**config.mk**
```make
export PLATFORM = sky130hd
export DESIGN_NAME = commit_unit
export DESIGN_NICKNAME = d
export VERILOG_FILES = /design/src/rtl/commit_unit.sv
export SDC_FILE = /design/constraint.sdc
export NUM_CORES = 1
export LEC_CHECK = 0
export CAP_MARGIN = 20
export CORE_UTILIZATION = 43
export DETAILED_ROUTE_END_ITERATION = 6
export PLACE_DENSITY = 0.93
export RECOVER_POWER = 50
export SYNTH_ARGS = -nofsm -noshare
export SYNTH_HDL_FRONTEND = slang
export SYNTH_SLANG_ARGS = --single-unit
```
**constraint.sdc**
```tcl
create_clock -name clk -period 3.26 [get_ports clk]
set_input_delay 0.326 -clock clk [delete_from_list [all_inputs] [get_ports clk]]
set_output_delay 0.326 -clock clk [all_outputs]
set_load 0.01 [all_outputs]
```
**src/rtl/commit_unit.sv**
```systemverilog
// -----------------------------------------------------------------------------
// commit_unit_pkg / commit_unit
//
// In-order commit stage for the out-of-order core. Each cycle it retires up to
// NR_COMMIT finished instructions from the scoreboard head (slot 0 = oldest),
// acknowledges them combinationally so the scoreboard can pop them, and writes
// their results to the GPR file one cycle later. CSR instructions are
// serialised through a three-state FSM (IDLE -> CSR_ISSUE -> CSR_WB). The FSM
// strobes the CSR file once and writes the old CSR value back to rd.
//
// Optional feature: define COMMIT_PERF_EN to add commit_cnt_o, a 64-bit
// counter of retired instructions.
//
// Ports
//   clk, rst          clock, synchronous active-high reset
//   flush_i           pipeline flush
//   instr_valid_i     per slot: slot holds a finished instruction
//   instr_rd_i        per slot: destination register
//   instr_result_i    per slot: result (CSR instr: CSR write operand)
//   instr_is_csr_i    per slot: instruction is a CSR access
//   instr_csr_op_i    per slot: CSR operation
//   commit_ack_o      per slot: retired this cycle (combinational)
//   gpr_we_o          per slot: GPR write enable (registered)
//   gpr_waddr_o       per slot: GPR write address (registered)
//   gpr_wdata_o       per slot: GPR write data (registered)
//   csr_req_o         one-cycle CSR access strobe
//   csr_op_o          CSR operation, ADD when idle
//   csr_wdata_o       CSR write operand, 0 when idle
//   csr_rdata_i       old CSR value, valid the cycle after csr_req_o
//   commit_cnt_o      (COMMIT_PERF_EN only) total retired instructions
// -----------------------------------------------------------------------------
package commit_unit_pkg;
  typedef enum logic [1:0] {
    ADD       = 2'd0,
    CSR_WRITE = 2'd1,
    CSR_SET   = 2'd2,
    CSR_CLEAR = 2'd3
  } fu_op_t;
endpackage

module commit_unit
  import commit_unit_pkg::*;
#(
  parameter int NR_COMMIT  = 2,
  parameter int XLEN       = 32,
  parameter int REG_ADDR_W = 5
) (
  input  logic                               clk,
  input  logic                               rst,
  input  logic                               flush_i,
  input  logic [NR_COMMIT-1:0]               instr_valid_i,
  input  logic [NR_COMMIT*REG_ADDR_W-1:0]    instr_rd_i,
  input  logic [NR_COMMIT*XLEN-1:0]          instr_result_i,
  input  logic [NR_COMMIT-1:0]               instr_is_csr_i,
  input  logic [NR_COMMIT*$bits(fu_op_t)-1:0] instr_csr_op_i,
  output logic [NR_COMMIT-1:0]               commit_ack_o,
  output logic [NR_COMMIT-1:0]               gpr_we_o,
  output logic [NR_COMMIT*REG_ADDR_W-1:0]    gpr_waddr_o,
  output logic [NR_COMMIT*XLEN-1:0]          gpr_wdata_o,
  output logic                               csr_req_o,
  output fu_op_t                             csr_op_o,
  output logic [XLEN-1:0]                    csr_wdata_o,
  input  logic [XLEN-1:0]                    csr_rdata_i
`ifdef COMMIT_PERF_EN
  ,
  output logic [63:0]                        commit_cnt_o
`endif
);

  localparam int OP_W = $bits(fu_op_t);

  typedef enum logic [1:0] {
    IDLE,
    CSR_ISSUE,
    CSR_WB
  } state_t;

  state_t                 state_q, state_d;
  logic [REG_ADDR_W-1:0]  csr_rd_q;
  fu_op_t                 csr_op_q;
  logic [XLEN-1:0]        csr_operand_q;
  logic [NR_COMMIT-1:0]   ack;
  logic [NR_COMMIT-1:0]   shadowed;
  logic                   csr_start;
  logic                   blocked;
  logic                   csr_active;

  // Only the slot-0 CSR op is ever latched; CSRs in younger slots wait
  // until they reach slot 0.
  logic unused_csr_ops;
  assign unused_csr_ops = ^instr_csr_op_i[NR_COMMIT*OP_W-1:OP_W];

  // Next-state and retirement decision. In IDLE the oldest contiguous run of
  // finished non-CSR instructions retires; the first empty or CSR slot blocks
  // itself and everything younger. A CSR in slot 0 starts the CSR sequence.
  // CSR_WB retires the CSR itself and cannot be flushed, because the CSR side
  // effect has already happened.
  always_comb begin
    state_d   = state_q;
    ack       = '0;
    csr_start = 1'b0;
    blocked   = 1'b0;
    unique case (state_q)
      IDLE: begin
        if (!flush_i) begin
          for (int i = 0; i < NR_COMMIT; i++) begin
            if (!blocked && instr_valid_i[i] && !instr_is_csr_i[i]) ack[i] = 1'b1;
            else                                                    blocked = 1'b1;
          end
          if (instr_valid_i[0] && instr_is_csr_i[0]) begin
            state_d   = CSR_ISSUE;
            csr_start = 1'b1;
          end
        end
      end
      CSR_ISSUE: state_d = flush_i ? IDLE : CSR_WB;
      CSR_WB: begin
        ack[0]  = 1'b1;
        state_d = IDLE;
      end
      default: state_d = IDLE;
    endcase
    if (rst) ack = '0;
  end

  // When several retiring slots target the same register, only the youngest
  // write survives, so older slots are masked here.
  always_comb begin
    shadowed = '0;
    for (int i = 0; i < NR_COMMIT; i++) begin
      for (int j = i + 1; j < NR_COMMIT; j++) begin
        if (ack[j] &&
            instr_rd_i[j*REG_ADDR_W +: REG_ADDR_W] == instr_rd_i[i*REG_ADDR_W +: REG_ADDR_W])
          shadowed[i] = 1'b1;
      end
    end
  end

  // The CSR strobe is high only during CSR_ISSUE. A flush in that same cycle
  // suppresses it, so an aborted CSR never touches the CSR file.
  assign csr_active   = (state_q == CSR_ISSUE) && !flush_i && !rst;
  assign csr_req_o    = csr_active;
  assign csr_op_o     = csr_active ? csr_op_q : ADD;
  assign csr_wdata_o  = csr_active ? csr_operand_q : '0;
  assign commit_ack_o = ack;

  // FSM state plus the CSR instruction's fields, latched on entry so the
  // sequence does not depend on the slot inputs afterwards.
  always_ff @(posedge clk) begin
    if (rst) begin
      state_q       <= IDLE;
      csr_rd_q      <= '0;
      csr_op_q      <= ADD;
      csr_operand_q <= '0;
    end else begin
      state_q <= state_d;
      if (csr_start) begin
        csr_rd_q      <= instr_rd_i[REG_ADDR_W-1:0];
        csr_op_q      <= fu_op_t'(instr_csr_op_i[OP_W-1:0]);
        csr_operand_q <= instr_result_i[XLEN-1:0];
      end
    end
  end

  // GPR write register stage. Retired slots write one cycle later, and x0 is
  // never written. In CSR_WB, slot 0 carries the old CSR value to the latched rd.
  always_ff @(posedge clk) begin
    if (rst) begin
      gpr_we_o    <= '0;
      gpr_waddr_o <= '0;
      gpr_wdata_o <= '0;
    end else begin
      for (int i = 0; i < NR_COMMIT; i++) begin
        gpr_we_o[i] <= ack[i] && (instr_rd_i[i*REG_ADDR_W +: REG_ADDR_W] != '0) && !shadowed[i];
        if (ack[i]) begin
          gpr_waddr_o[i*REG_ADDR_W +: REG_ADDR_W] <= instr_rd_i[i*REG_ADDR_W +: REG_ADDR_W];
          gpr_wdata_o[i*XLEN +: XLEN]             <= instr_result_i[i*XLEN +: XLEN];
        end
      end
      if (state_q == CSR_WB) begin
        gpr_we_o[0]                  <= (csr_rd_q != '0);
        gpr_waddr_o[REG_ADDR_W-1:0]  <= csr_rd_q;
        gpr_wdata_o[XLEN-1:0]        <= csr_rdata_i;
      end
    end
  end

`ifdef COMMIT_PERF_EN
  logic [63:0] commit_cnt_q;
  logic [63:0] ack_count;

  // Popcount of this cycle's retirements.
  always_comb begin
    ack_count = '0;
    for (int i = 0; i < NR_COMMIT; i++) ack_count = ack_count + 64'(ack[i]);
  end

  // Free-running retirement counter. It wraps naturally and a flush does not
  // clear it.
  always_ff @(posedge clk) begin
    if (rst) commit_cnt_q <= '0;
    else     commit_cnt_q <= commit_cnt_q + ack_count;
  end

  assign commit_cnt_o = commit_cnt_q;
`endif

endmodule

```
==> flow_summary_export.csv, run 1 <==
group,metric,value,unit
logic_synthesis,postSynthCellCount,605,
sta,setup_viol,0,
placement,gp_congestion,0.870,
logic_synthesis,yosysTopAreaCell,"dfxtp_1",
floorplanning,ios,230,
critical_path,cp-end-kind,"flop",
sta,setup_ws,663,ps
power_and_ir_drop,swShare,23.8,%
critical_path,r2r_setup_slack,660,ps
power_and_ir_drop,ir_drop,0.000302,V
sta,timing.hold.ws,377,ps
logic_synthesis,synth_fa_ha_area_share,0,%
placement,io_buffers,227,
logic_synthesis,synth_compound_area_share,17.8,%
route,vias_per_cell,5.07,
critical_path,reg2regPathDepth,5,
power_and_ir_drop,cellLeakagePower,2.87,nW
grt,grt_max_degree,57,
route,dr.pass1.iters,4,
sta,finalClockSkew,8.74,ps
finish,drive_gt1_share,5.80,%
floorplanning,die_y,106,um
power_and_ir_drop,seqPwrFrac,40.9,%
critical_path,timing.rr.end,"gpr_we_o[0]$_SDFF_PP0_",
power_and_ir_drop,p_sw,0.864,mW
critical_path,timing.rr.start,"state_q[1]$_SDFFE_PP0P_",
clocking,path_clk_slew,60,ps
status,violations,"capacitance limit, slew limit",
finish,syn_to_final_growth,62.9,%
logic_synthesis,ys_warn_count,0,
placement,hpwlAfterDp,9960,um
logic_synthesis,synth_cell_types,26,
sta,rsz0062_at_grt,"false",
flow_run,max_cap_violations,1,
min_path,hold_class,"primary input to flop",
logic_synthesis,synth.avg_cell_area,7.65,um2
clocking,cts_root_buffer,"clkbuf_8",
sta,final-hold-violation-count,0,
grt,gr-total-overflow,0,
clocking,cts_tree,"yes",
sta,setup_tns,0,ps
power_and_ir_drop,p_comb_share,9.0,%
critical_path,crit_arrival,2930,ps
logic_synthesis,synth-simple-area-share,25.7,%
clocking,cts_setup_buffers,0,
min_path,hold_path_end,"gpr_wdata_o[33]$_SDFFE_PP0P_",
logic_synthesis,netlist_area,4630,um2
sta,final_max_slew_viol_count,40,
clocking,cts_sinks,117,
logic_synthesis,synthTopCellsByArea,"dfxtp_1 51%, nand2_1 18%, a21oi_1 8.3%, a31oi_1 5.0%, and2_1 4.7%",
power_and_ir_drop,power_frac_clock,50.1,%
route,drc,0,
power_and_ir_drop,total_power,3.63,mW
route,wl,14100,um
sta,fin_crit,2600,ps
power_and_ir_drop,intPower,2.76,mW
clocking,clock_latency,490,ps
clocking,numCtsBuffers,17,
logic_synthesis,netlist.area_leader.share,50.6,%
logic_synthesis,synth_mux_area_share,0,%
clocking,clockBufferDepth,2,
logic_synthesis,ys_ff_latch,117,
logic_synthesis,synth_top_family_by_area,"simple AND/OR/NAND/NOR gates",
route,drt_first_iter_violations,271,
finish,diodes,0,
sta,max_freq,385,MHz
grt,track_usage,25.3,%
critical_path,crit_type,"flop to flop",
sta,slew_headroom,-11.6,%
clocking,cts-hold-fix-buffers,0,
route,detail_route.wl_per_cell,14.7,um
critical_path,cp.required,3590,ps
grt,grt_pass1_vias,4678,
clocking,cts_resized,0,
grt,antenna_found_initial,0,
finish,layout.nets,932,
floorplanning,initial_core_util,44.6,%
floorplanning,rows,37,
floorplanning,chipWidth,106,um
min_path,hold_start,"instr_result_i[33]",
critical_path,cp_max_fo,39,
sta,tightest_slew,1670,ps
status,status,"finished with violations",
finish,instances_no_fill,964,
grt,grt_pass1_wl,22300,um
floorplanning,core,10400,um2
placement,dp_cells,931,
logic_synthesis,synth.net_count,722,
logic_synthesis,ys_seq_area_share,50.6,%
critical_path,start_kind,"flop",
route,ant_nets,0,
placement,dp_worst_setup_slack,746,ps
sta,min_period_over_period,79.7,%
clocking,cts_max_level,4,
floorplanning,dieArea,11200,um2
min_path,hold_depth,3,
logic_synthesis,synth-xor-area-share,0.946,%
route,via_count,4883,
power_and_ir_drop,power_density,481,nW/um2
## final cells by class
| cell class | count | area, um2 |
|---|---|---|
| fill | 799 | 2830 |
| timing repair buffer | 239 | 2370 |
| sequential | 117 | 2340 |
| multi-input combinational | 437 | 2060 |
| clock buffer | 17 | 414 |
| tap | 136 | 170 |
| clock inverter | 15 | 169 |
| inverter | 3 | 11.3 |
## worst max-delay path by stage
stage,start,to,cells after the start
finish,state_q[1]$_SDFFE_PP0P_,gpr_we_o[0]$_SDFF_PP0_,5
floorplan,rst,csr_wdata_o[22],4
detailed placement,flush_i,csr_wdata_o[12],5
global placement,flush_i,csr_wdata_o[31],5
global route,state_q[1]$_SDFFE_PP0P_,gpr_we_o[0]$_SDFF_PP0_,5
CTS,state_q[1]$_SDFFE_PP0P_,csr_wdata_o[12],4
## kinds of logic (layout without fill, tap and decap cells)
| group | after synthesis | after routing |
|---|---|---|
| xor gates and xnor gates | 5 | 5 |
| buffers and inverters | 51 | 274 |
| DFF | 117 | 117 |
| AOI/OAI and AO/OA | 154 | 154 |
| and+or+nand+nor | 278 | 278 |
## per-layer routing
metal / global-route usage [%] / wire length [um]
met1: 29.9 / 5850
met2: 43.5 / 6920
met3: 7.61 / 1170
met4: 8.43 / 185
met5: 0 / 0
## worst max-delay path, stage by stage (launching register included)
cell and delay (ps):
dfxtp_1 380, nor4b_1 490, nand2_1 200, clkbuf_1 700, nor4_1 510, o32ai_1 160
## power groups by stage
stage	sequential, mW	clock [mW]	combinational [mW]
after floorplan	1.52	0	0.103
after global placement	1.51	0	0.324
after detailed placement	1.52	0	0.328
after CTS	1.48	1.85	0.330
after global routing	1.49	1.92	0.350
final	1.48	1.82	0.325
## synthesized netlist by cell type
cell and n:
nand2_1 228, dfxtp_1 117, a21oi_1 77, o21ai_0 38, a31oi_1 37, and2_1 35, clkbuf_1 29, buf_2 13
buf_4 5, nor2_1 4, xnor2_1 3, inv_1 2, nor4b_1 2, or4_1 2, xor2_1 2, buf_1 1
inv_2 1, nand2b_1 1, nand3_1 1, nor3_1 1, nor3b_1 1, nor4_1 1, nor4b_2 1, nor4b_4 1
o2111ai_1 1, o32ai_1 1
## sequential cells by signal (all words and copies together) (netlist names)
name / flops
state_q: 2
gpr_we_o: 2
csr_rd_q: 5
gpr_wdata_o: 64
csr_op_q: 2
gpr_waddr_o: 10
csr_operand_q: 32
## per-stage QoR
| step | utilization (%) | instance area (um2) |
|---|---|---|
| final | 72.7 | 7540 |
| after global routing | 72.7 | 7540 |
| after CTS | 72.6 | 7530 |
| after detailed placement | 67.0 | 6950 |
| after global placement | 67.0 | 6950 |
| after floorplan | - | 4630 |
## layout by cell type (no fill, tap or decap), drive strengths merged
cell type	Yosys	routed
nor4b	4	4
or4	2	2
o2111ai	1	1
nor3	1	1
xnor2	3	3
buf	19	12
nand3	1	1
clkdlybuf4s50	0	150
o21ai	38	38
clkinv	0	3
clkinvlp	0	3
xor2	2	2
dfxtp	117	117
nor4	1	1
clkbuf	29	18
nor2	4	4
dlygate4sd3	0	76
a21oi	77	77
bufinv	0	2
nand2b	1	1
a31oi	37	37
and2	35	35
nand2	228	228
nor3b	1	1
o32ai	1	1
inv	3	10
Power figures use the tool's default switching activity.
==> run 2: changes to the inputs <==
Settings changed: CORE_UTILIZATION 43 to 40, PLACE_DENSITY 0.93 to 0.88.
Clock period 3.26 ns to 2.6 ns, I/O delays scaled along.
==> flow_summary_export.csv, run 2 (synthesis results as in run 1) <==
group,metric,value,unit
sta,final_max_slew_viol_count,0,
grt,gr-total-overflow,0,
finish,largest-register,"gpr_wdata_o",
critical_path,cp-end-kind,"output port",
sta,slew_headroom,28.2,%
finish,layout_common_cells,"228 x nand2_1, 150 x clkdlybuf4s50_1, 117 x dfxtp_1",
grt,track_usage,24.7,%
sta,setup_tns,0,ps
route,wl_met3,1310,um
finish,n_fill_cell,891,
route,met1Wirelength,5660,um
clocking,cts_resized,0,
sta,min_period_over_period,93.6,%
grt,antenna_found_initial,1,
critical_path,crit_arrival,2170,ps
power_and_ir_drop,power_density,617,nW/um2
sta,tightest_slew,1080,ps
clocking,cts_sinks,117,
clocking,cts_root_buffer,"clkbuf_16",
clocking,path_clk_slew,60,ps
finish,mostFrequentLayoutCell,"nand2_1",
route,dr.pass1.iters,7,
sta,fin_crit,2430,ps
finish,post-route-util,68.6,%
status,status,"finished clean",
route,wl,14600,um
clocking,cts_max_level,4,
critical_path,start_kind,"flop",
finish,syn_to_final_growth,64.3,%
clocking,clockBufferDepth,2,
clocking,cts-hold-fix-buffers,0,
placement,io_buffers,227,
route,via_count,4906,
finish,layout.nets,935,
route,vias_per_cell,5.06,
clocking,clock_latency,400,ps
grt,grt_pass1_wl,22300,um
route,ant_nets,0,
sta,max_freq,411,MHz
sta,rsz0062_at_grt,"false",
clocking,cts_setup_buffers,0,
floorplanning,chipWidth,110,um
sta,final-hold-violation-count,0,
route,drc,0,
finish,largest_register_ffs,64,
route,detail_route.wl_per_cell,15.1,um
route,drt_first_iter_violations,217,
finish,drive_gt1_share,5.80,%
placement,gp_congestion,0.785,
placement,hpwlAfterDp,10100,um
min_path,hold_class,"primary input to flop",
grt,grt_max_degree,59,
sta,setup_viol,0,
floorplanning,initial_core_util,41.8,%
floorplanning,die_y,110,um
grt,grt_pass1_vias,4587,
route,route.met2.wl,7360,um
critical_path,cp.required,2340,ps
floorplanning,ios,230,
flow_run,max_cap_violations,0,
critical_path,cp_max_fo,28,
route,highest_layer,"met4",
clocking,numCtsBuffers,17,
critical_path,crit_type,"flop to output port",
clocking,cts_tree,"yes",
power_and_ir_drop,cellLeakagePower,2.90,nW
floorplanning,rows,38,
floorplanning,core,11100,um2
sta,finalClockSkew,6.59,ps
power_and_ir_drop,ir_drop,0.000530,V
floorplanning,dieArea,12000,um2
finish,reg_top3,"gpr_wdata_o: 64 flops, csr_operand_q: 32 flops, gpr_waddr_o: 10 flops",
[run 2: worst paths after layout]
path | slack, ps | startpoint | cells past startpoint | to
worst max-delay path | 170 | state_q[1]$_SDFFE_PP0P_ | 4 | csr_op_o[0]
worst max register to register | 460 | state_q[1]$_SDFFE_PP0P_ | 5 | gpr_we_o[0]$_SDFF_PP0_
worst min-delay path | 380 | rst | 3 | csr_operand_q[22]$_SDFFE_PP0P_
worst min register to register | 450 | gpr_wdata_o[52]$_SDFFE_PP0P_ | 2 | gpr_wdata_o[52]$_SDFFE_PP0P_
[run 2: area by class of cell]
class	count	area (um2)	share of cell area, %
antenna	1	2.50	0.0329
clock buffer	19	453	5.96
timing repair buffer	242	2380	31.3
clock inverter	10	156	2.06
multi-input combinational	437	2080	27.4
sequential	117	2340	30.8
inverter	3	11.3	0.148
tap	140	175	2.30
[run 2: critical path: stages (launching register included)]
cell	delay, ps
dfxtp_1	410
nor4b_4	320
buf_4	300
and2_1	180
clkdlybuf4s50_1	560
[run 2: power by group]
part / switching (mW) / internal, mW / total [mW]
registers: 0.0223 / 1.84 / 1.86
logic: 0.172 / 0.236 / 0.408
clock network: 0.790 / 1.63 / 2.42
[run 2: through the flow]
stage               instances  cell area [um2]  setup slack (ps)  power, mW  hold WS (ps)
CTS                       968             7610               128       4.75           378
floorplan                 605             4630              1030       2.04           339
detailed placement        939             7000               182       2.32           446
global route              969             7600              64.3       4.85           400
finish                    969             7600               167       4.69           381
global placement          939             7000               205       2.31           441
[run 2: layer usage]
layer / vias up / GRT usage [%]
met3: 25 / 8.42
met4: 0 / 10.8
met2: 228 / 43.4
li1: 2433 / -
met5: - / 0
met1: 2220 / 26.8
